**config.mk**
```make
export PLATFORM = sky130hd
export DESIGN_NAME = hps_pixel_bridge
export DESIGN_NICKNAME = d
export VERILOG_FILES = /design/src/rtl/cam_pkg.sv /design/src/rtl/sync_toggle_det.sv /design/src/rtl/hps_pixel_bridge.sv
export SDC_FILE = /design/constraint.sdc
export NUM_CORES = 1
export LEC_CHECK = 0
export CAP_MARGIN = 25
export CORE_UTILIZATION = 35
export DETAILED_ROUTE_END_ITERATION = 8
export PLACE_DENSITY = 0.59
export SYNTH_ARGS = -nofsm -noshare
export SYNTH_HDL_FRONTEND = slang
export SYNTH_SLANG_ARGS = --single-unit
```
**constraint.sdc**
```tcl
create_clock -name iCLK -period 2.4 [get_ports iCLK]
set_input_delay 0.48 -clock iCLK [delete_from_list [all_inputs] [get_ports iCLK]]
set_output_delay 0.48 -clock iCLK [all_outputs]
set_load 0.1 [all_outputs]
```
**src/rtl/cam_pkg.sv**
```systemverilog
// cam_pkg: shared types and geometry constants for the camera readout path
package cam_pkg;
  typedef enum logic [1:0] {IDLE = 2'd0, RUN = 2'd1, FETCH = 2'd2, DONE = 2'd3} state_t;
  localparam int H_ACTIVE_DEF = 640;
  localparam int V_ACTIVE_DEF = 480;
  localparam int CNT_W        = 10;
endpackage

```
**src/rtl/sync_toggle_det.sv**
```systemverilog
// sync_toggle_det: multi-flop synchroniser plus toggle detector, one pulse per input edge
module sync_toggle_det #(
  parameter int STAGES = 2
) (
  input  logic i_clk,
  input  logic i_rst_n,
  input  logic i_async,
  output logic o_level,
  output logic o_pulse
);
  logic [STAGES-1:0] r_sync;
  logic              r_prev;
  always_ff @(posedge i_clk or negedge i_rst_n)
    if (!i_rst_n) begin
      r_sync <= '0;
      r_prev <= 1'b0;
    end else begin
      r_sync <= {r_sync[STAGES-2:0], i_async};
      r_prev <= r_sync[STAGES-1];
    end
  assign o_level = r_sync[STAGES-1];
  assign o_pulse = o_level ^ r_prev;
endmodule

```
**src/rtl/hps_pixel_bridge.sv**
```systemverilog
// hps_pixel_bridge: handshaked pixel readout from the SDRAM read FIFO to the HPS PIO pins.
// Each HPS request toggle fetches one FIFO word and is answered with an acknowledge toggle.
module hps_pixel_bridge
  import cam_pkg::*;
#(
  parameter int H_ACTIVE    = H_ACTIVE_DEF,
  parameter int V_ACTIVE    = V_ACTIVE_DEF,
  parameter int SYNC_STAGES = 2,
  parameter int RD_LATENCY  = 1
) (
  input  logic             iCLK,
  input  logic             iRST_N,
  input  logic             iSTART,
  input  logic             iHPS_REQ,
  input  logic [15:0]      iRD_DATA,
  output logic             oRD,
  output logic             oPIX,
  output logic             oACK,
  output logic [CNT_W-1:0] oCOL,
  output logic [CNT_W-1:0] oROW,
  output logic             oFRAME_DONE,
  output logic             oERR,
  output logic [1:0]       oSTATE
);
  state_t           r_state;
  logic             r_rd, r_pix, r_ack, r_done, r_err;
  logic [CNT_W-1:0] r_col, r_row, r_ncol, r_nrow;
  logic [1:0]       r_lat;
  logic             w_start, w_req, w_col_end, w_row_end;
  logic             w_unused_start_edge, w_unused_req_level, w_unused_data;

  sync_toggle_det #(.STAGES(SYNC_STAGES)) u_req (
    .i_clk(iCLK), .i_rst_n(iRST_N), .i_async(iHPS_REQ),
    .o_level(w_unused_req_level), .o_pulse(w_req)
  );
  sync_toggle_det #(.STAGES(SYNC_STAGES)) u_start (
    .i_clk(iCLK), .i_rst_n(iRST_N), .i_async(iSTART),
    .o_level(w_start), .o_pulse(w_unused_start_edge)
  );

  assign w_unused_data = ^iRD_DATA[15:1];
  assign w_col_end     = r_ncol == CNT_W'(H_ACTIVE - 1);
  assign w_row_end     = r_nrow == CNT_W'(V_ACTIVE - 1);

  // oRD defaults low every cycle so it is a single registered pulse and cannot glitch
  always_ff @(posedge iCLK or negedge iRST_N)
    if (!iRST_N) begin
      r_state <= IDLE;
      r_rd    <= 1'b0;
      r_pix   <= 1'b0;
      r_ack   <= 1'b0;
      r_done  <= 1'b0;
      r_err   <= 1'b0;
      r_col   <= '0;
      r_row   <= '0;
      r_ncol  <= '0;
      r_nrow  <= '0;
      r_lat   <= '0;
    end else begin
      r_rd <= 1'b0;
      case (r_state)
        IDLE: if (w_start) begin
          r_state <= RUN;
          r_col   <= '0;
          r_row   <= '0;
          r_ncol  <= '0;
          r_nrow  <= '0;
          r_done  <= 1'b0;
          r_err   <= 1'b0;
        end
        RUN: if (!w_start) r_state <= IDLE;
        else if (w_req) begin
          r_rd    <= 1'b1;
          r_lat   <= '0;
          r_state <= FETCH;
        end
        FETCH: if (!w_start) r_state <= IDLE;
        else begin
          if (w_req) r_err <= 1'b1;
          if (r_lat == 2'(RD_LATENCY)) begin
            r_pix   <= iRD_DATA[0];
            r_ack   <= ~r_ack;
            r_col   <= r_ncol;
            r_row   <= r_nrow;
            r_ncol  <= w_col_end ? '0 : r_ncol + 1'b1;
            r_nrow  <= (w_col_end && !w_row_end) ? r_nrow + 1'b1 : r_nrow;
            r_done  <= w_col_end && w_row_end;
            r_state <= (w_col_end && w_row_end) ? DONE : RUN;
          end else r_lat <= r_lat + 1'b1;
        end
        DONE: if (!w_start) r_state <= IDLE;
      endcase
    end

  assign oRD         = r_rd;
  assign oPIX        = r_pix;
  assign oACK        = r_ack;
  assign oCOL        = r_col;
  assign oROW        = r_row;
  assign oFRAME_DONE = r_done;
  assign oERR        = r_err;
  assign oSTATE      = r_state;
endmodule

```
-- After elaboration in Yosys (flattened, before gate mapping)
Index checks and enable logic that the tools add are counted.
- $add $sub $neg: 3
- equality and inequality tests: 17
- mux-type cells: 38
- bitwise logic cells: 2
- reductions and logical operators: 12
- operators with widths (kind ; number):
    10-bit two-way mux ; 11
    10-bit case mux with 2 select lines ; 4
    2-bit two-way mux ; 11
    10-bit by 1-bit adder with 10-bit output, second input constant ; 2
    4-bit AND reduction ; 3
    10-bit equality test, second input constant ; 1
    10-bit by 9-bit equality test with 1-bit output, second input constant ; 1
    2-bit by 1-bit != test with 1-bit output, second input constant ; 5
    5-bit AND reduction ; 2
    1-bit two-way mux ; 8
    2-bit != test, second input constant ; 4
    2-bit case mux with 4 select lines ; 1
    3-bit != test, second input constant ; 2
    2-bit by 1-bit equality test with 1-bit output, second input constant ; 2
    2-bit equality test, second input constant ; 2
    1-bit case mux with 2 select lines ; 2
    2-bit case mux with 2 select lines ; 1
    2-bit nonzero test ; 2
    3-bit AND reduction ; 1
    2-bit by 1-bit adder with 2-bit output, second input constant ; 1
    1-bit logical AND ; 2
    2-bit logical NOT ; 1
    1-bit logical NOT ; 1
    1-bit NOT ; 1
    1-bit bitwise XOR ; 1
- flip-flop bits (word level): 54
- bits of input ports: 20
- output and inout bits: 27
- word-level logic and storage cells: 86

-- Logic depth before layout (Yosys ltp)
Gate-level depths: netlist of run 1.
- depth in word-level cells: 7
- gate-level depth with buffers: 7
- depth with buffers taken out: 6

-- Hierarchy
A second synthesis of run 1 with hierarchy kept.
- cells, all modules: 227
- area total of the unflattened synthesis: 2426.1 um^2
- modules (own cells, without submodules) (module ; instances ; cells each ; area an instance (um^2) ; seq. area each (um^2)):
    hps_pixel_bridge ; 1 ; 219 ; 2258.4 ; 1226.2
    sync_toggle_det ; 2 ; 4 ; 83.8 ; 75.1

-- Least setup slack after synthesis of run 1
Ideal clock, no wire load.
- path type: reg2reg
- start point: reg r_state[0], in the netlist oSTATE[0]
- end point: reg r_nrow[9]
- setup time: 124 ps
- arrival: 2098 ps
- data required time: 2276 ps
- slack: 178 ps
- stages on the path, launching flop included: 6
- path buffers: 1
- clock period less this slack: 2222 ps
- path through: dfrtp_1 > nand2b_1 > a31oi_4 > or3_1 > buf_6 > a211o_1
- cells in the longest elaborated chain, start to end: 3
- elaborated cells on any way between the ends: 9
- classes of those cells: 5 x eq/ne; 1 x mux; 3 x reduce/logical
- ends and longest elaborated chain (what ; line ; text):
    start, declared ; hps_pixel_bridge.sv:25 ; state_t r_state;
    start signal, assigned ; hps_pixel_bridge.sv:88 ; r_state <= (w_col_end && w_row_end) ? DONE : RUN;
    2-bit equality test or 2-bit logical NOT (tied branches) ; hps_pixel_bridge.sv:61 ; case (r_state)
    2-bit != test (no line) (tied with other cells) ; -- ;
    5-bit AND reduction (no line) ; -- ;
    end signal, assigned ; hps_pixel_bridge.sv:86 ; r_nrow <= (w_col_end && !w_row_end) ? r_nrow + 1'b1 : r_nrow;
    end, declared ; hps_pixel_bridge.sv:27 ; logic [CNT_W-1:0] r_col, r_row, r_ncol, r_nrow;
Several ways; a longest one is shown, not always the timed one.
A chain may end at the register's enable or synchronous reset.

-- Final worst setup path of run 1
- start point: reg r_ncol[0]
- end point: reg r_nrow[9]
- cells in the longest elaborated chain, start to end: 4
- ends and longest elaborated chain (what ; line ; text):
    start, declared ; hps_pixel_bridge.sv:27 ;
    start signal, assigned ; hps_pixel_bridge.sv:85 ; r_ncol <= w_col_end ? '0 : r_ncol + 1'b1;
    10-bit equality test ; hps_pixel_bridge.sv:42 ; assign w_col_end = r_ncol == CNT_W'(H_ACTIVE - 1);
    1-bit logical AND ; hps_pixel_bridge.sv:86 ;
    2-bit != test (no line) ; -- ;
    5-bit AND reduction (no line) ; -- ;
Every way passes these cells.

==> reports/results.env, run 1 <==
STATUS='finished clean'
DIE_AREA_UM2=7240
CTS_SETUP_BUFFERS=0
NETLIST_INSTANCES=216
CTS_INSERTED_BUFFERS=5
FIN_AREA_UM2=2820
DETAILEDROUTE.FIRSTITERATIONVIOLATIONS=101
ANTENNA_LEFT=0
HOLD_WS_PS=151
SYNTH-EDFF-COUNT=0
FINAL-MAX-SLEW-VIOLATION-COUNT=0
LEAKAGE_nW=1.32
AREA_DELTA_SYNTH_FINAL_PCT=16.7
CTS-ROOT-TO-SINK-BUFFERS=2
CTS_ROOT_BUFFER='sky130_fd_sc_hd__clkbuf_8'
INITIAL_CORE_UTIL=0.372
CP.BUFFERS_INVERTERS=0
CTS-HOLD-FIX-BUFFERS=0
CRIT_PATH_START_KIND='flop'
VIAS=1747
CELL_INTERNAL_PWR_W=0.00128
SYNTH.CELL_AREA_UM2=2420
CORE_AREA_UM2=6490
NUM-FILL-CELLS=630
FF2FF_SETUP_SLACK_PS=370
WORSTSETUPPATHDEPTH=5
SETUP-TNS-FINAL_PS=0
SYNTH.FF_LATCH_COUNT=54
CRITICAL_PATH_DATA_REQUIRED_TIME_PS=2600
SYNTH-SEQ-AREA-SHARE=0.559
NETSWITCHINGPOWER_W=0.000634
GRT_MAX_DEGREE=33
SYNTH_TOP_CELL_BY_AREA='sky130_fd_sc_hd__dfrtp_1'
TRITONCTS='done'
CELL_CHAIN_OF_THE_CRITICAL_PATH='ha_1 -> and4_1 -> a31oi_4 -> or3_1 -> a211o_1'
SETUP_VIOL=0
WORST-PATH-MAX-FANOUT=10
POST_ROUTE_CELLS_DRIVE_ABOVE_1_SHARE=0.233
GRT_SETUP_UNREPAIRED='false'
PLACE.GP.CONGESTION=0.792
SYNTH.YOSYS.WARNINGS=0
NETLIST-CELL-TYPE-COUNT=43
FINALCLOCKSKEW_PS=8.27
AVGROUTEDWIREPERCELL_UM=15.3
PWR-SHARE-CLK=0.264
TIMING.CRITICAL_PATH.TO_TYPE='flop'
DESIGN.FINAL.NETS=269
MAXSLEWHEADROOM=0.633
POWER_DENSITY_nW_PER_UM2=677
YOSYSTOPAREACELLSHARE=0.559
DETAILEDROUTE.FIRSTPASSITERATIONCOUNT=4
LAYOUT_MIN_CYCLE_TIME_PS=2030
SYNTH-ASYNC-RESET-RATIO=1.00
SYNTHESIS.NETS=239
DIE_X_UM=85.1
FF2FF_PATH_DEPTH=5
MAX-VDD-IR-DROP_V=0.000319
HOLD_VIOLATIONS=0
GROUTE.USAGE.OVERALL=0.154
SYNTH.CELLS.MOST_FREQUENT='sky130_fd_sc_hd__dfrtp_1 (54), sky130_fd_sc_hd__o21ai_0 (18), sky130_fd_sc_hd__a22o_1 (17)'
PATH_DELAY_FAMILY='simple AND/OR/NAND/NOR gates'
LAYOUT_WORST_PATH_CYCLE_SHARE=0.846
WORST_SKEW_PAIR.LATE_LATENCY_PS=310
GLOBAL_ROUTE_WIRE_LENGTH_BEFORE_REPAIR_MM=8.78
SHARE_COMB_OF_TOTAL_POWER=0.221
SYNTHMOSTINSTANTIATEDCELL='sky130_fd_sc_hd__dfrtp_1'
DPL.HPWL_MM=3.33
PLACE_AREA_UM2=2740
DIODES=0
NUMBER_OF_GLOBAL_ROUTE_VIAS_BEFORE_REPAIR=1783
SHARE_SEQ_OF_TOTAL_POWER=0.515
FP-ROW-COUNT=29
FMAX_MHz=492
DIE_H_UM=85.1
ROUTED_VIA_DENSITY=5.43
LARGEST_STAGE_DELAY_ON_THE_CRITICAL_PATH_PS=540
TIMING.CRITICAL_PATH.ARRIVAL_PS=2230
ANTENNA_VIOLATIONS_BEFORE_REPAIR=0
CTSRESIZECOUNT=0
TOP_LEVEL_PORTS=47
CTS.HTREE.LEVELS=2
NUMCLOCKSINKS=54
NUMPORTBUFFERS=31
YS_DOMINANT_REG_CELL='sky130_fd_sc_hd__dfrtp_1'
SWSHARE=0.332
CLK_PIN_SLEW_PS=90
GRT_OVERFLOW=0
POST_SYNTH.CELL_AREA_AVG_UM2=11.2
TIGHTESTPINTRANSITION_PS=551
MAX-CAP-VIOLATIONS=0
CELL_AT_THE_SLOWEST_STAGE_OF_THE_CRITICAL_PATH='sky130_fd_sc_hd__or3_1'
WL_MM=4.94
DETAIL_ROUTE.DRC_VIOLATIONS=0
WORSTHOLDPATHTYPE='in2async'
SYNTH.TOP_CELLS.BY_AREA='sky130_fd_sc_hd__dfrtp_1 (56%), sky130_fd_sc_hd__a22o_1 (6.2%), sky130_fd_sc_hd__o21ai_0 (3.7%)'
SETUP.WORST_PATH.CLASS='reg2reg'
layout by cell type (no fill, tap or decap), drive strengths merged, types with 4 or more instances in the layout:
cell type   n
nor2       10
buf        34
nand2b      5
nand2      16
a21oi       6
nand4       5
o22a        6
o21ai      18
nor3        7
clkbuf      6
nand3       8
and3        4
a22o       18
dfrtp      54
per-layer routing:
layer  part of all wire  vias to the layer above  routed length, µm  global-route usage
li1                   -                      850                  -                   -
met1               0.50                      862               2470               0.222
met2               0.46                       28               2270               0.238
met3              0.030                        7                149              0.0302
met4              0.010                        0                 50              0.0416
met5                  0                        -                  0                   0
cell families after synthesis:
| group | after synthesis | share of synthesized area |
|---|---|---|
| buffers and inverters | 16 | 0.0326 |
| muxes | 4 | 0.0181 |
| AOI/OAI and AO/OA | 57 | 0.179 |
| and+or+nand+nor | 77 | 0.178 |
| DFF | 54 | 0.559 |
| adders and majority gates | 3 | 0.0155 |
| xor gates and xnor gates | 5 | 0.0181 |
registers in the layout, indices dropped and copies added (netlist names), 2 cells and up:
register and count:
oSTATE 2, r_ncol 10, u_start.r_sync 2, oROW 10, r_nrow 10, oCOL 10
r_lat 2, u_req.r_sync 2
final timing paths:
kind                                  from              end
max                              r_ncol[0]        r_nrow[9]
min                                 iRST_N          oROW[8]
max reg2reg                      r_ncol[0]        r_nrow[9]
min reg2reg                u_req.r_sync[0]  u_req.r_sync[1]
max in group asynchronous           iRST_N        r_ncol[7]
min in group iCLK          u_req.r_sync[0]  u_req.r_sync[1]
area by class of cell:
class                   count  area [µm²]  share of cell area
repair buffers             37         295               0.105
flip-flops and latches     54        1350               0.479
well taps                  77        96.3              0.0342
multi-input cells         146         986               0.350
clock buffers               6        82.6              0.0293
inverters                   2        7.51             0.00266
power groups by stage:
stage	Clock [W]	Combinational (W)	Sequential (W)
floorplan	0	0.000128	0.00119
global placement	0	0.000427	0.00100
detailed placement	0	0.000428	0.00100
CTS	0.000523	0.000429	0.000985
global route	0.000560	0.000453	0.000991
finish	0.000503	0.000422	0.000984
stage by stage:
step / power [W] / utilization / std cells / setup slack, ps
after global routing: 0.00200 / 0.434 / 322 / 229
after floorplan: 0.00132 / - / 216 / 178
after global placement: 0.00143 / 0.421 / 316 / 354
after detailed placement: 0.00143 / 0.421 / 316 / 350
final: 0.00191 / 0.434 / 322 / 369
after CTS: 0.00194 / 0.434 / 322 / 343
Note: power is estimated with default switching activity, not from simulation.
==> run 2: changes to the inputs <==
Clock period 2.4 ns to 2 ns, I/O delays scaled along.
==> run 2 against run 1 <==
Largest cell class unchanged. Core utilization up 2.6 points. Largest power group unchanged. Maximum frequency up 11%. Cell area increased by 6.1%.
==> reports/results.env, run 2 (synthesis gave the netlist of run 1 again) <==
CELL_CHAIN_OF_THE_CRITICAL_PATH='ha_1 -> nand4_1 -> nor4_1 -> buf_4 -> nor4_1 -> a211o_1'
DETAILEDROUTE.FIRSTITERATIONVIOLATIONS=87
STATUS='finished clean'
SHARE_SEQ_OF_TOTAL_POWER=0.478
CLK_PIN_SLEW_PS=90
MAX-CAP-VIOLATIONS=0
HOLD_VIOLATIONS=0
TIGHTESTPINTRANSITION_PS=409
SWSHARE=0.318
WORST-PATH-MAX-FANOUT=10
TOP_LEVEL_PORTS=47
CTS-HOLD-FIX-BUFFERS=0
MAXSLEWHEADROOM=0.725
GLOBAL_ROUTE_WIRE_LENGTH_BEFORE_REPAIR_MM=8.98
DETAILEDROUTE.FIRSTPASSITERATIONCOUNT=4
POWER_W=0.00246
ANTENNA_VIOLATIONS_BEFORE_REPAIR=0
GRT_MAX_DEGREE=55
WORST_R2R_STARTPOINT='r_nrow[1]'
DPL.HPWL_MM=3.44
FF2FF_PATH_DEPTH=6
NUMPORTBUFFERS=31
TIMING.CRITICAL_PATH.ARRIVAL_PS=2020
ROUTED_VIA_DENSITY=5.49
CRIT_START='r_nrow[1]'
VIAS=1871
DIE_X_UM=85.1
CRITICAL_PATH.REG2REG.ENDPOINT='r_nrow[9]'
TIMING.CRITICAL_PATH.TO_TYPE='flop'
CTS_ROOT_BUFFER='sky130_fd_sc_hd__clkbuf_8'
WORSTHOLDPATHTYPE='in2async'
WL_MM=5.15
SETUP-TNS-FINAL_PS=0
FP-ROW-COUNT=29
MOSTFREQUENTLAYOUTCELLS='sky130_fd_sc_hd__dfrtp_1 (52), sky130_fd_sc_hd__buf_4 (48), sky130_fd_sc_hd__o21ai_0 (18), sky130_fd_sc_hd__a22o_1 (17), sky130_fd_sc_hd__nand2_1 (16)'
POST_ROUTE_CELLS_DRIVE_ABOVE_1_SHARE=0.292
LAYOUT_WORST_PATH_CYCLE_SHARE=0.911
PWR-SHARE-CLK=0.294
CELL_AT_THE_SLOWEST_STAGE_OF_THE_CRITICAL_PATH='sky130_fd_sc_hd__dfrtp_1'
CTS_INSERTED_BUFFERS=5
FF2FF_SETUP_SLACK_PS=180
AREA_DELTA_SYNTH_FINAL_PCT=23.8
FINAL-MAX-SLEW-VIOLATION-COUNT=0
DETAIL_ROUTE.DRC_VIOLATIONS=0
DIE_H_UM=85.1
LARGEST_STAGE_DELAY_ON_THE_CRITICAL_PATH_PS=400
ANTENNA_LEFT=0
GROUTE.USAGE.OVERALL=0.158
CELL_INTERNAL_PWR_W=0.00168
FMAX_MHz=549
DIODES=0
WORST_PATH_MOST_REPEATED_CELL='sky130_fd_sc_hd__nor4_1'
NUMCLOCKSINKS=54
LAYOUT_MIN_CYCLE_TIME_PS=1820
GRT_OVERFLOW=0
NETSWITCHINGPOWER_W=0.000784
MAX-VDD-IR-DROP_V=0.000568
DESIGN.FINAL.NETS=286
PLACE.GP.CONGESTION=0.765
TRITONCTS='done'
MOSTFREQUENTLAYOUTCELL='sky130_fd_sc_hd__dfrtp_1'
INITIAL_CORE_UTIL=0.372
NUMBER_OF_GLOBAL_ROUTE_VIAS_BEFORE_REPAIR=1881
CRITICAL_PATH_DATA_REQUIRED_TIME_PS=2200
ENDPOINT='r_nrow[9]'
LEAKAGE_nW=1.42
SHARE_COMB_OF_TOTAL_POWER=0.229
CTS-ROOT-TO-SINK-BUFFERS=2
GRT_SETUP_UNREPAIRED='false'
SETUP.WORST_PATH.CLASS='reg2reg'
CTS.HTREE.LEVELS=2
AVGROUTEDWIREPERCELL_UM=15.1
CORE_AREA_UM2=6490
DIE_AREA_UM2=7240
WORST_SKEW_PAIR.LATE_LATENCY_PS=310
CRIT_PATH_START_KIND='flop'
FINALCLOCKSKEW_PS=5.57
SETUP_VIOL=0
POWER_DENSITY_nW_PER_UM2=824
==> run 2: changes by cell type in the layout (fill, tap and decap cells not counted), sizes merged <==
cell	previous run	this run
buf	34	51
bufinv	0	1
clkbuf	6	7
==> run 2: final cells by class <==
cell class,count,area [µm²]
clock inverter,1,30.0
clock buffer,7,76.3
inverter,2,7.51
multi-input combinational,146,991
timing repair buffer,54,435
fill,604,3500
tap,77,96.3
sequential,54,1350
==> run 2: through the flow <==
stage           util  instances  setup slack (ps)  hold WS (ps)  instance area (µm²)
2_1_floorplan      -        216              23.9           104                 2420
3_3_place_gp   0.442        332              88.7           334                 2870
3_5_place_dp   0.442        332              84.5           339                 2870
4_1_cts        0.458        340              54.0          88.2                 2980
5_1_grt        0.460        341              57.8          98.4                 2990
6_report       0.460        341               179          74.3                 2990
==> run 2: how the worst min path moves through the flow <==
| stage | from | endpoint | slack [ps] | depth (start not counted) |
|---|---|---|---|---|
| finish | iRST_N | oROW[8] | 70 | 2 |
| floorplan | iRST_N | oACK | 100 | 0 |
| CTS | iRST_N | oROW[8] | 90 | 2 |
| global route | iRST_N | oERR | 100 | 2 |
| global placement | u_start.r_sync[0] | u_start.r_sync[1] | 330 | 0 |
| detailed placement | u_req.r_sync[0] | u_req.r_sync[1] | 340 | 0 |
==> run 2: routing by layer <==
metal | share of wire | routed length, µm | global-route usage
met5 | 0 | 0 | 0
met2 | 0.46 | 2350 | 0.251
met1 | 0.50 | 2570 | 0.215
met4 | 0.011 | 57 | 0.0508
met3 | 0.034 | 174 | 0.0360
==> run 2: repair_timing <==
action | in CTS | in global routing
hold endpoints to repair | 0 | 0
endpoints found under the setup margin | 0 | 7
resized for setup | 0 | 1
buffers inserted | 0 | 1
==> run 2: power by group through the flow <==
stage | sequential (W) | combinational [W] | clock (W)
2_1_floorplan | 0.00143 | 0.000153 | 0
3_3_place_gp | 0.00120 | 0.000562 | 0
3_5_place_dp | 0.00120 | 0.000565 | 0
4_1_cts | 0.00118 | 0.000566 | 0.000745
5_1_grt | 0.00119 | 0.000596 | 0.000793
6_report | 0.00118 | 0.000564 | 0.000723
==> run 2: critical path, delay by kind of cell (launching register included) <==
kind | cells | cell delay (ps)
flip-flops | 1 | 400
AO/OA/AOI/OAI | 1 | 220
adder cells (fa/ha/maj) | 1 | 240
AND/OR/NAND/NOR | 3 | 590
buffers and inverters | 1 | 260
==> run 3: changes to the inputs <==
Settings changed: CORE_ASPECT_RATIO set to 1.4.
==> run 3 against run 2 <==
Core utilization down 0.78 points. Sequential cell count stayed put. Non-clock buffer count down 7. Via count is 4.8% lower. Global-route usage decreased by 0.33 points. Power grew 5.8%. Count of clock-buffer cells in the layout is 1 lower. Setup slack worse by 35 ps. Maximum frequency decreased by 1.9%. Final cell count increased by 2.3%. Hold slack got worse by 22 ps. Critical path depth shrank 1. Critical path type unchanged. Largest cell class unchanged. Largest power group unchanged. Highest routed layer unchanged.
==> reports/results.env, run 3 (synthesis gave the netlist of run 1 again) <==
CTS_ROOT_BUFFER='sky130_fd_sc_hd__clkbuf_8'
CTS-ROOT-TO-SINK-BUFFERS=2
NUMPORTBUFFERS=31
AREA_DELTA_SYNTH_FINAL_PCT=23.9
GRT_SETUP_UNREPAIRED='false'
GRT_OVERFLOW=0
PATH_DELAY_FAMILY='simple AND/OR/NAND/NOR gates'
WORST_R2R_STARTPOINT='r_ncol[1]'
FINAL-MAX-SLEW-VIOLATION-COUNT=0
CLK_PIN_SLEW_PS=100
SETUP-TNS-FINAL_PS=0
GLOBAL_ROUTE_WIRE_LENGTH_BEFORE_REPAIR_MM=8.52
FINALCLOCKSKEW_PS=12.2
NUMBER_OF_GLOBAL_ROUTE_VIAS_BEFORE_REPAIR=1771
LAYOUT_MIN_CYCLE_TIME_PS=1860
DIODES=0
CTS.HTREE.LEVELS=2
AVGROUTEDWIREPERCELL_UM=14.6
FP-ROW-COUNT=35
DETAIL_ROUTE.DRC_VIOLATIONS=0
MOSTFREQUENTLAYOUTCELL='sky130_fd_sc_hd__dfrtp_1'
POWER_DENSITY_nW_PER_UM2=871
WORST-PATH-MAX-FANOUT=10
DESIGN.FINAL.NETS=279
DIE_X_UM=72.2
DIE_AREA_UM2=7240
TOP_LEVEL_PORTS=47
ROUTED_VIA_DENSITY=5.10
LARGEST_STAGE_DELAY_ON_THE_CRITICAL_PATH_PS=460
DIE_H_UM=100
FINISH.UTILIZATION=0.453
ANTENNA_LEFT=0
FMAX_MHz=539
LAYOUT_WORST_PATH_CYCLE_SHARE=0.928
GROUTE.USAGE.OVERALL=0.155
TIMING.CRITICAL_PATH.TO_TYPE='flop'
MAX-CAP-VIOLATIONS=0
STATUS='finished clean'
CP.BUFFERS_INVERTERS=0
MAX-VDD-IR-DROP_V=0.000379
CELL_AT_THE_SLOWEST_STAGE_OF_THE_CRITICAL_PATH='sky130_fd_sc_hd__or3_4'
CRIT_PATH_START_KIND='flop'
CRITICAL_PATH.REG2REG.ENDPOINT='r_nrow[9]'
WORSTHOLDPATHTYPE='in2async'
WL_MM=5.08
VIAS=1781
INITIAL_CORE_UTIL=0.365
DETAILEDROUTE.FIRSTITERATIONVIOLATIONS=92
POST_ROUTE_CELLS_DRIVE_ABOVE_1_SHARE=0.280
SETUP_VIOL=0
MOSTFREQUENTLAYOUTCELLS='sky130_fd_sc_hd__dfrtp_1 (52), sky130_fd_sc_hd__buf_4 (41), sky130_fd_sc_hd__o21ai_0 (18), sky130_fd_sc_hd__a22o_1 (17), sky130_fd_sc_hd__nand2_1 (16)'
FF2FF_PATH_DEPTH=5
TIMING.CRITICAL_PATH.ARRIVAL_PS=2060
FF2FF_SETUP_SLACK_PS=140
MAXSLEWHEADROOM=0.733
SETUP.WORST_PATH.CLASS='reg2reg'
CELL_CHAIN_OF_THE_CRITICAL_PATH='ha_1 -> and4_1 -> a31oi_4 -> or3_4 -> a211o_1'
WORST_SKEW_PAIR.LATE_LATENCY_PS=310
HOLD_VIOLATIONS=0
LEAKAGE_nW=1.40
ANTENNA_VIOLATIONS_BEFORE_REPAIR=0
CORE_AREA_UM2=6610
TRITONCTS='done'
DPL.HPWL_MM=3.55
PLACE.GP.CONGESTION=0.845
GRT_MAX_DEGREE=55
CRITICAL_PATH_DATA_REQUIRED_TIME_PS=2200
DETAILEDROUTE.FIRSTPASSITERATIONCOUNT=4
NUMCLOCKSINKS=54
TIGHTESTPINTRANSITION_PS=399
CTS_INSERTED_BUFFERS=5
==> run 3: cell count changes in the layout (fill, tap and decap cells not counted) <==
| cell | change |
|---|---|
| sky130_fd_sc_hd__bufinv_16 | +1 |
| sky130_fd_sc_hd__clkbuf_1 | -2 |
| sky130_fd_sc_hd__clkbuf_8 | +1 |
| sky130_fd_sc_hd__buf_4 | -7 |
==> run 3: area by class of cell <==
cell class,instances,area [µm²]
sequential,54,1350
inverter,2,7.51
fill,652,3620
tap,92,115
clock buffer,6,82.6
clock inverter,2,60.1
timing repair buffer,47,383
multi-input combinational,146,991
==> run 3: stage by stage <==
stage | hold slack, ps | setup slack, ps | instance area [µm²] | cells | total power [W]
after floorplan | 104 | 23.9 | 2420 | 216 | 0.00158
after global placement | 332 | 73.6 | 2840 | 340 | 0.00174
after detailed placement | 336 | 34.4 | 2840 | 340 | 0.00175
after CTS | 71.5 | 27.0 | 2980 | 348 | 0.00265
after global routing | 81.6 | 80.7 | 2990 | 349 | 0.00272
final | 52.4 | 143 | 2990 | 349 | 0.00261
==> run 3: worst max-delay path by stage <==
stage	start	end	slack [ps]	depth (start not counted)
after floorplan	oSTATE[0]	r_ncol[9]	20	4
after global placement	r_ncol[1]	r_nrow[9]	70	5
after detailed placement	r_ncol[1]	r_nrow[9]	30	5
after CTS	r_ncol[1]	r_nrow[9]	30	5
after global routing	r_ncol[1]	r_nrow[9]	80	5
final	r_ncol[1]	r_nrow[9]	140	5
==> run 3: what timing repair did <==
item	in CTS	in global routing
endpoints found under the setup margin	0	4
resized for setup	0	1
hold buffers	0	0
setup buffers	0	1
==> run 3: worst register-to-register path, cell delays in order, from the launching register on <==
cell                      delay, ps
sky130_fd_sc_hd__dfrtp_1        400
sky130_fd_sc_hd__ha_1           190
sky130_fd_sc_hd__and4_1         270
sky130_fd_sc_hd__a31oi_4        120
sky130_fd_sc_hd__or3_4          460
sky130_fd_sc_hd__a211o_1        320
==> run 3: where the power goes <==
part	switching [W]	internal [W]	total (W)
registers	0.0000409	0.00114	0.00118
clock network	0.000355	0.000534	0.000888
logic	0.000389	0.000147	0.000536
total	0.000784	0.00182	0.00261
==> run 3: metal layers <==
layer  track usage  wire length (µm)  vias up
met5             0                 0        -
met4        0.0679                97        0
met3        0.0291               117        7
met2         0.274              2670       25
met1         0.180              2190      882
li1              -                 -      867
